## src/rtl/lsu_pkg.sv

```systemverilog
// Shared definitions for the load/store unit and the data-cache uop interface.
package lsu_pkg;

    localparam int DC_AW = 5;

    localparam logic [3:0] STR_UOP = 4'b1001;
    localparam logic [3:0] LDR_UOP = 4'b1010;
    localparam logic [3:0] NOP_UOP = 4'b0000;

    typedef enum logic [1:0] {
        IDLE    = 2'd0,
        ISSUE   = 2'd1,
        CAPTURE = 2'd2
    } lsu_state_t;

endpackage

```

## src/rtl/lsu_agen.sv

```systemverilog
// Effective-address generation: base +/- unsigned imm12 (32-bit wrap),
// dcache word index, and misaligned / out-of-range flags.
module lsu_agen
    import lsu_pkg::*;
(
    input  logic [31:0]      base,
    input  logic [11:0]      offset,
    input  logic             up,
    output logic [DC_AW-1:0] word,
    output logic             misaligned,
    output logic             out_of_range
);

    logic [31:0] ea;

    assign ea           = up ? base + {20'd0, offset} : base - {20'd0, offset};
    assign word         = ea[DC_AW+1:2];
    assign misaligned   = |ea[1:0];
    // Anything above the 32-word window, including a wrapped subtract, is a fault.
    assign out_of_range = |ea[31:DC_AW+2];

endmodule

```

## src/rtl/lsu.sv

```systemverilog
// Load/store unit: accepts one memory uop at a time, drives the data cache
// for one ISSUE cycle and returns load data as a one-cycle writeback pulse.
module lsu
    import lsu_pkg::*;
(
    input  logic             clock,
    input  logic             reset,
    input  logic             in_valid,
    output logic             in_ready,
    input  logic [3:0]       in_uop,
    input  logic [31:0]      in_base,
    input  logic [11:0]      in_offset,
    input  logic             in_up,
    input  logic [31:0]      in_data,
    input  logic [3:0]       in_rd,
    output logic [DC_AW-1:0] dc_addr,
    output logic [31:0]      dc_data_in,
    output logic [3:0]       dc_uop,
    input  logic [31:0]      dc_data_out,
    output logic             wb_valid,
    output logic [3:0]       wb_rd,
    output logic [31:0]      wb_data,
    output logic             fault
);

    lsu_state_t       state;
    logic [DC_AW-1:0] word;
    logic             misaligned;
    logic             out_of_range;
    logic             is_mem;

    lsu_agen u_agen (
        .base         (in_base),
        .offset       (in_offset),
        .up           (in_up),
        .word         (word),
        .misaligned   (misaligned),
        .out_of_range (out_of_range)
    );

    assign is_mem   = (in_uop == STR_UOP) || (in_uop == LDR_UOP);
    assign in_ready = (state == IDLE);

    // NOTE: every register here uses <= so all reads in a cycle see the
    // pre-edge values; reset takes priority, so an accept on the reset edge is lost.
    always_ff @(posedge clock) begin
        if (reset) begin
            state      <= IDLE;
            dc_uop     <= NOP_UOP;
            dc_addr    <= '0;
            dc_data_in <= '0;
            wb_valid   <= 1'b0;
            wb_rd      <= '0;
            wb_data    <= '0;
            fault      <= 1'b0;
        end else begin
            wb_valid <= 1'b0;
            fault    <= 1'b0;
            unique case (state)
                IDLE: begin
                    if (in_valid && is_mem) begin
                        if (misaligned || out_of_range) begin
                            fault <= 1'b1;
                        end else begin
                            dc_addr <= word;
                            dc_uop  <= in_uop;
                            wb_rd   <= in_rd;
                            if (in_uop == STR_UOP) dc_data_in <= in_data;
                            state   <= ISSUE;
                        end
                    end
                end
                ISSUE: begin
                    // The dcache samples dc_* at the end of this cycle.
                    dc_uop <= NOP_UOP;
                    state  <= (dc_uop == LDR_UOP) ? CAPTURE : IDLE;
                end
                CAPTURE: begin
                    wb_data  <= dc_data_out;
                    wb_valid <= 1'b1;
                    state    <= IDLE;
                end
                default: state <= IDLE;
            endcase
        end
    end

endmodule

```

## config.mk

```make
export PLATFORM = sky130hd
export DESIGN_NAME = lsu
export DESIGN_NICKNAME = d
export VERILOG_FILES = /design/src/rtl/lsu_pkg.sv /design/src/rtl/lsu_agen.sv /design/src/rtl/lsu.sv
export SDC_FILE = /design/constraint.sdc
export NUM_CORES = 1
export LEC_CHECK = 0
export BUFFER_PORTS_ARGS = -buffer_cell sky130_fd_sc_hd__buf_4
export CORE_AREA = 8 8 111 123
export CTS_CLUSTER_DIAMETER = 150
export DETAILED_ROUTE_END_ITERATION = 7
export DIE_AREA = 0 0 119 131
export HOLD_SLACK_MARGIN = 0.1
export PLACE_DENSITY = 0.81
export SYNTH_ARGS = -nofsm -noshare
export SYNTH_HDL_FRONTEND = slang
export SYNTH_SLANG_ARGS = --single-unit
```

## constraint.sdc

```tcl
create_clock -name clock -period 6.7 [get_ports clock]
set_clock_uncertainty 0.1 [all_clocks]
set_input_delay 0.335 -clock clock [delete_from_list [all_inputs] [get_ports clock]]
set_output_delay 0.335 -clock clock [all_outputs]
set_load 0.01 [all_outputs]
```

==> results.yml, run 1 <==
outcome:
  result_of_the_run: "completed"
worst_setup_path:
  path_buf_inv: 4
  worst-setup-path-type: "in -> reg"
  crit_fanout: 43
  critPathSlowestCell: "or4b_1"
  crit_arrival_ns: 5.78
  path_cells: "buf_4 -> inv_1 -> ha_1 -> or4b_1 -> o31ai_4 -> inv_2 -> ha_1 -> and2_1 -> a211oi_1 -> o22a_2 -> nor2_1 -> or4_1 -> or4b_1 -> or4_4 -> nor4_4 -> buf_4 -> nand3_1 -> and3_1"
  cp_slowest_stage_delay_ns: 0.58
  worst_setup_path_start_kind: "primary input"
  cp.required_ns: 6.83
  critical_path.endpoint_type: "register"
  path_delay_family: "simple AND/OR/NAND/NOR gates"
sta:
  finalCritPeriodShare_pct: 84.4
  worstMarginPinSlew_ns: 0.794
  finalCriticalPeriod_ns: 5.65
  finalMaxSlewViolations: 0
  grt_setup_unrepaired: "false"
  achievable-frequency_mhz: 177
  hold_viol_final: 0
  final.setup.tns_ns: 0
  slew_headroom_pct: 47.0
  finalSetupViolations: 0
grt:
  antenna_violations_before_repair: 0
  grt-ovfl-total: 0
  track_usage_pct: 25.5
  grt_pass1_vias: 6059
  pin_count_of_the_biggest_net_entering_global_routing: 78
  grt_first_pass_wirelength_mm: 32.3
finish:
  final_util_pct: 65.7
  number_of_diodes: 0
  multi_input_comb_area_um2: 3960
  areaGrowthSynthToFinish_pct: 30.6
  post_route_cells_drive_above_1_share_pct: 25.2
  post_route_insts_no_fill: 1121
  fin_nets: 1113
  nFillCells: 1058
  post-route-cell-area_um2: 7700
  ff_latch_area_um2: 1620
drt:
  route.layer.met1.wl_mm: 8.73
  drt-vias-per-instance: 5.93
  wire_length_per_cell_um: 18.7
  drt_wl_total_mm: 21.0
  drc_errors: 0
  dr_total_vias: 6644
  topRoutingLayerUsed: "met4"
  dr.first_iter.drc_count: 633
  met3_length_mm: 1.63
  1st_pass_router_iterations: 6
  met2RoutedLength_mm: 10.3
  antenna_violating_nets_remaining: 0
clocking:
  clk_pin_slew_ns: 0.06
  numClockSinks: 81
  clkLatencyLatePin_ns: 0.33
  ctsResizeCount: 0
  cts_tree: "yes"
  cts.path.max_buffers: 2
  cts_root_buffer: "clkbuf_16"
  cts_hold_buf: 0
  cts_htree_levels: 3
  post_cts_buffers: 0
  tritoncts.num_buffers: 9
power:
  cellInternalPower_w: 0.000921
  combinationalPowerShare_pct: 29.4
  leakagePower_nw: 3.15
  power.density_nw_per_um2: 174
  clkPwrFrac_pct: 34.5
  p_switching_w: 0.000416
  power.ir.vdd_worst_mv: 0.137
  seqPwrFrac_pct: 36.0
  power.switching_fraction_pct: 31.1
run:
  drv.max_cap_violation_count: 0
die:
  num_rows: 42
  die_h_um: 131
  floorplan.die_area_um2: 15600
  chipWidth_um: 119
  floorplan.initialDensity_pct: 50.3
  core-area_um2: 11700
  num_io_pins: 200
yosys:
  postSynthCellCount: 794
  synth_top_area_cell: "dfxtp_1"
  ys_dominant_reg_cell: "dfxtp_1"
  ys_seq_area_share_pct: 27.5
  synth_enable_flop_cells: 0
  synth.ff_latch_count: 81
  post_synth.cell_area_avg_um2: 7.43
  post_synth_num_cell_types: 75
  ys.warnings.count: 0
  async_reset_ff_share_pct: 0
  post_synth_main_area_contributors: "dfxtp_1 (28%), a21oi_1 (9.4%), nand2_1 (6.4%)"
  synth.top_cell.area_share_pct: 27.5
  synthesis.nets: 945
  syn-cell-area_um2: 5900
place:
  place.gp.congestion: 1.01
  post_dp_hpwl_mm: 16.4
  dpl_cell_area_um2: 7420
  numPlacedInstances: 1105
  placement.io_buffers: 199
hold_path:
  hold_path_class: "in -> reg"
-- power groups by stage --
| stage | combinational [W] | sequential [W] | clock [W] |
|---|---|---|---|
| after floorplan | 0.000253 | 0.000492 | 0 |
| after global placement | 0.000385 | 0.000492 | 0 |
| after detailed placement | 0.000384 | 0.000492 | 0 |
| after CTS | 0.000386 | 0.000482 | 0.000469 |
| after global routing | 0.000428 | 0.000481 | 0.000491 |
| final | 0.000394 | 0.000482 | 0.000461 |
-- final timing paths --
check	endpoint	slack [ns]	from	cells after the start
max reg2reg	dc_uop[1]$_SDFFE_PP0P_	4.74	state[0]$_SDFFE_PP0P_	4
max	fault$_SDFF_PP0_	1.05	in_offset[0]	18
min reg2reg	wb_data[3]$_SDFFE_PP0P_	0.36	wb_data[3]$_SDFFE_PP0P_	2
min	dc_uop[1]$_SDFFE_PP0P_	0.14	in_uop[1]	2
-- state kept, by name, indices dropped and copies added, names as in the netlist --
register / flops
dc_addr: 5
dc_data_in: 32
dc_uop: 4
fault: 1
state: 2
wb_data: 32
wb_rd: 4
wb_valid: 1
-- placed cells by master (no fill, tap or decap), types with 3 or more instances in the layout --
master,count
dfxtp_1,81
nand4_1,14
nand3b_1,5
mux2i_1,3
inv_1,20
nand2b_1,4
o2111ai_1,4
nor2_1,43
o211ai_1,11
or4_1,3
o41a_1,5
a211oi_1,7
or2_2,4
nor2b_1,5
o21ba_2,3
nor3_1,11
buf_4,208
o21bai_1,4
nor4_1,6
and3_1,11
o311ai_0,7
and2_1,8
a21o_1,14
o21ai_0,61
or4b_1,3
nand4b_1,5
mux2_2,3
a2111oi_0,5
xnor2_1,15
ha_1,30
xor2_1,12
a31oi_1,3
clkbuf_16,9
nand3_1,58
o31ai_1,5
nand2_1,101
o21a_1,8
a21oi_1,111
or3_1,7
-- per-stage QoR --
stage / hold WS (ns) / power (W) / setup slack [ns]
2_1_floorplan: 0.328 / 0.000746 / 1.56
3_3_place_gp: 0.337 / 0.000877 / 0.792
3_5_place_dp: 0.348 / 0.000877 / 0.777
4_1_cts: 0.129 / 0.00134 / 1.11
5_1_grt: 0.137 / 0.00140 / 0.742
6_report: 0.141 / 0.00134 / 1.05
-- metal layers --
layer,GRT usage (%),vias to the layer above
met1,30.9,3049
li1,-,3283
met2,43.4,291
met3,6.49,21
met4,8.27,0
met5,0,-
-- synthesized netlist by cell type (3+ instances only) --
master     count
mux2_2         3
buf_6          4
nor2b_1        5
dfxtp_1       81
nor2_1        44
o21ai_0       61
o41a_1         5
nor4_1         6
or4b_1         3
nand3_1       58
nand4b_1       5
buf_2          7
nor3_1        11
mux2i_1        3
xnor2_1       15
or3_1          7
nand2b_1       4
and2_1         8
o311ai_0       7
or4_1          3
a31oi_1        3
buf_1          4
inv_1         20
o21a_1         8
a211oi_1       7
o31ai_1        5
a21oi_1      111
a2111oi_0      5
and3_1        11
xor2_1        12
nand4_1       14
o2111ai_1      4
or2_2          4
nand3b_1       5
clkbuf_1      35
o211ai_1      11
nand2_1      101
o21ba_2        3
o21bai_1       4
ha_1          30
a21o_1        14
-- worst reg2reg max path, delay by kind of cell, from the launching register on --
family,cells,cell delay [ns]
AOI/OAI and AO/OA,1,0.15
DFF,1,0.36
and+or+nand+nor,3,1.27
-- layout make-up --
class                   count  area share (%)
clock buffers              12            3.33
clock inverters             4           0.341
inverters                  21            1.02
multi-input cells         641            51.5
flip-flops and latches     81            21.1
well taps                 154            2.50
repair buffers            208            20.3
-- cell families after synthesis --
kind of cell    count (synthesis)  share of synthesized area (%)
xor+xnor                       27                           4.01
compound gates                273                           29.0
buf+inv                        72                           5.31
flops                          81                           27.5
mux                             6                           1.08
simple gates                  302                           26.0
fa+ha+maj                      33                           7.05
Power figures use the tool's default switching activity.
==> run 2: changes to the inputs <==
- clock period: 6.7 -> 5.7 ns (I/O delays scaled with it)
==> results.yml, run 2 (synthesized netlist as in run 1, its figures left out) <==
clocking:
  post_cts_buffers: 0
  cts.path.max_buffers: 2
  clk_pin_slew_ns: 0.06
  tritoncts.num_buffers: 9
  cts_hold_buf: 18
  numClockSinks: 81
  cts_tree: "yes"
  cts_root_buffer: "clkbuf_16"
  clkLatencyLatePin_ns: 0.33
  cts_htree_levels: 3
  ctsResizeCount: 0
drt:
  antenna_violating_nets_remaining: 0
  drt-vias-per-instance: 5.93
  dr.first_iter.drc_count: 582
  wire_length_per_cell_um: 18.8
  1st_pass_router_iterations: 5
  drt_wl_total_mm: 21.7
  dr_total_vias: 6855
  drc_errors: 0
sta:
  finalCriticalPeriod_ns: 5.17
  final.setup.tns_ns: 0
  slew_headroom_pct: 47.6
  achievable-frequency_mhz: 194
  final_critical_path_setup_slack_ns: 0.535
  finalMaxSlewViolations: 0
  worstMarginPinSlew_ns: 0.786
  finalCritPeriodShare_pct: 90.6
  grt_setup_unrepaired: "false"
  hold_viol_final: 0
  finalSetupViolations: 0
worst_setup_path:
  rr_startpoint: "state[0]$_SDFFE_PP0P_"
  reg2reg_setup_slack_ns: 3.91
  r2r-end: "wb_rd[3]$_SDFFE_PP0P_"
  critical_path.endpoint_type: "register"
  worst_setup_path_start_kind: "primary input"
  crit_arrival_ns: 5.30
  worst-r2r-cell-count: 4
  worst-setup-path-type: "in -> reg"
  crit_fanout: 43
  cp.required_ns: 5.83
finish:
  layout.cells.most_common_list: "buf_4 (222), a21oi_1 (111), nand2_1 (101), dfxtp_1 (81), o21ai_0 (61)"
  fin_nets: 1148
  nFillCells: 1007
  ff_latch_area_um2: 1620
  number_of_diodes: 0
  areaGrowthSynthToFinish_pct: 36.5
  multi_input_comb_area_um2: 3960
  largestRegisters: "dc_data_in: 32 flops, wb_data: 32 flops, dc_addr: 5 flops"
  mostFrequentLayoutCell: "buf_4"
  post_route_cells_drive_above_1_share_pct: 26.1
hold_path:
  min_to: "wb_data[9]$_SDFFE_PP0P_"
  worst_hold_startpoint: "dc_data_out[9]"
  hold_path_class: "in -> reg"
  min_path_cells: 3
die:
  die_h_um: 131
  core-area_um2: 11700
  chipWidth_um: 119
  floorplan.die_area_um2: 15600
  num_rows: 42
  floorplan.initialDensity_pct: 50.3
  num_io_pins: 200
grt:
  grt_pass1_vias: 6519
  pin_count_of_the_biggest_net_entering_global_routing: 78
  grt-ovfl-total: 0
  track_usage_pct: 26.6
  grt_first_pass_wirelength_mm: 33.5
  antenna_violations_before_repair: 0
place:
  placement.io_buffers: 199
  place.gp.congestion: 1.01
  post_dp_hpwl_mm: 16.5
  pre_cts_ws_ns: 0.241
outcome:
  result_of_the_run: "completed"
power:
  power.density_nw_per_um2: 199
  power.ir.vdd_worst_mv: 0.198
  leakagePower_nw: 3.31
run:
  drv.max_cap_violation_count: 0
==> run 2: cell count changes in the layout (fill, tap and decap cells not counted), sizes merged <==
cell,previous run,this run
clkbuf,12,11
buf,208,225
clkinvlp,1,2
dlygate4sd3,0,18
inv,22,21
clkinv,2,3
==> run 2: per-layer routing <==
| metal | part of all wire [%] | up-vias | track usage [%] |
|---|---|---|---|
| met5 | 0 | - | 0 |
| met4 | 3.0 | 0 | 11.4 |
| met3 | 7.1 | 44 | 5.50 |
| met2 | 48 | 324 | 46.0 |
| met1 | 42 | 3139 | 31.5 |
| li1 | - | 3348 | - |
==> run 2: worst max-delay path, stage by stage <==
cell      delay, ns
buf_4          0.12
inv_1          0.06
ha_1           0.20
or4b_1         0.57
o31ai_1        0.35
xnor2_1        0.12
ha_1           0.37
and2_1         0.16
o21ai_0        0.10
o311ai_0       0.35
buf_4          0.20
nand2_1        0.05
o311ai_0       0.50
or4b_1         0.48
or4_4          0.55
nor4_4         0.27
buf_12         0.26
nand3_1        0.08
and3_1         0.19
==> run 2: final cells by class <==
cell class                 instances  area share, %
clock buffer                      11           3.14
clock inverter                     5          0.373
inverter                          21          0.980
multi-input combinational        641           49.3
sequential                        81           20.2
tap                              154           2.39
timing repair buffer             243           23.7
==> run 2: through the flow <==
stage	cells	total power (W)	hold slack (ns)	utilization, %	cell area [um2]
after global placement	1122	0.00105	0.336	64.7	7580
after global routing	1156	0.00167	0.109	68.7	8050
after CTS	1156	0.00159	0.101	68.7	8050
after floorplan	794	0.000877	0.278	-	5900
final	1156	0.00160	0.101	68.7	8050
after detailed placement	1122	0.00105	0.338	64.7	7580
==> run 2: worst max path at each step <==
stage | startpoint | endpoint | slack, ns | cells after the start
CTS | in_offset[0] | fault$_SDFF_PP0_ | 0.57 | 19
detailed placement | in_offset[0] | fault$_SDFF_PP0_ | 0.24 | 19
global placement | in_offset[0] | fault$_SDFF_PP0_ | 0.29 | 19
floorplan | in_offset[0] | wb_rd[0]$_SDFFE_PP0P_ | 0.61 | 17
finish | in_offset[0] | fault$_SDFF_PP0_ | 0.54 | 19
global route | in_offset[0] | dc_data_in[14]$_SDFFE_PP0P_ | 0.19 | 19
==> run 2: report_power, final <==
part / internal [W] / leakage, nW / total (W) / switching, W
clock network: 0.000316 / 0.137 / 0.000542 / 0.000226
logic: 0.000219 / 2.53 / 0.000491 / 0.000272
registers: 0.000566 / 0.652 / 0.000566 / 0.0000000472
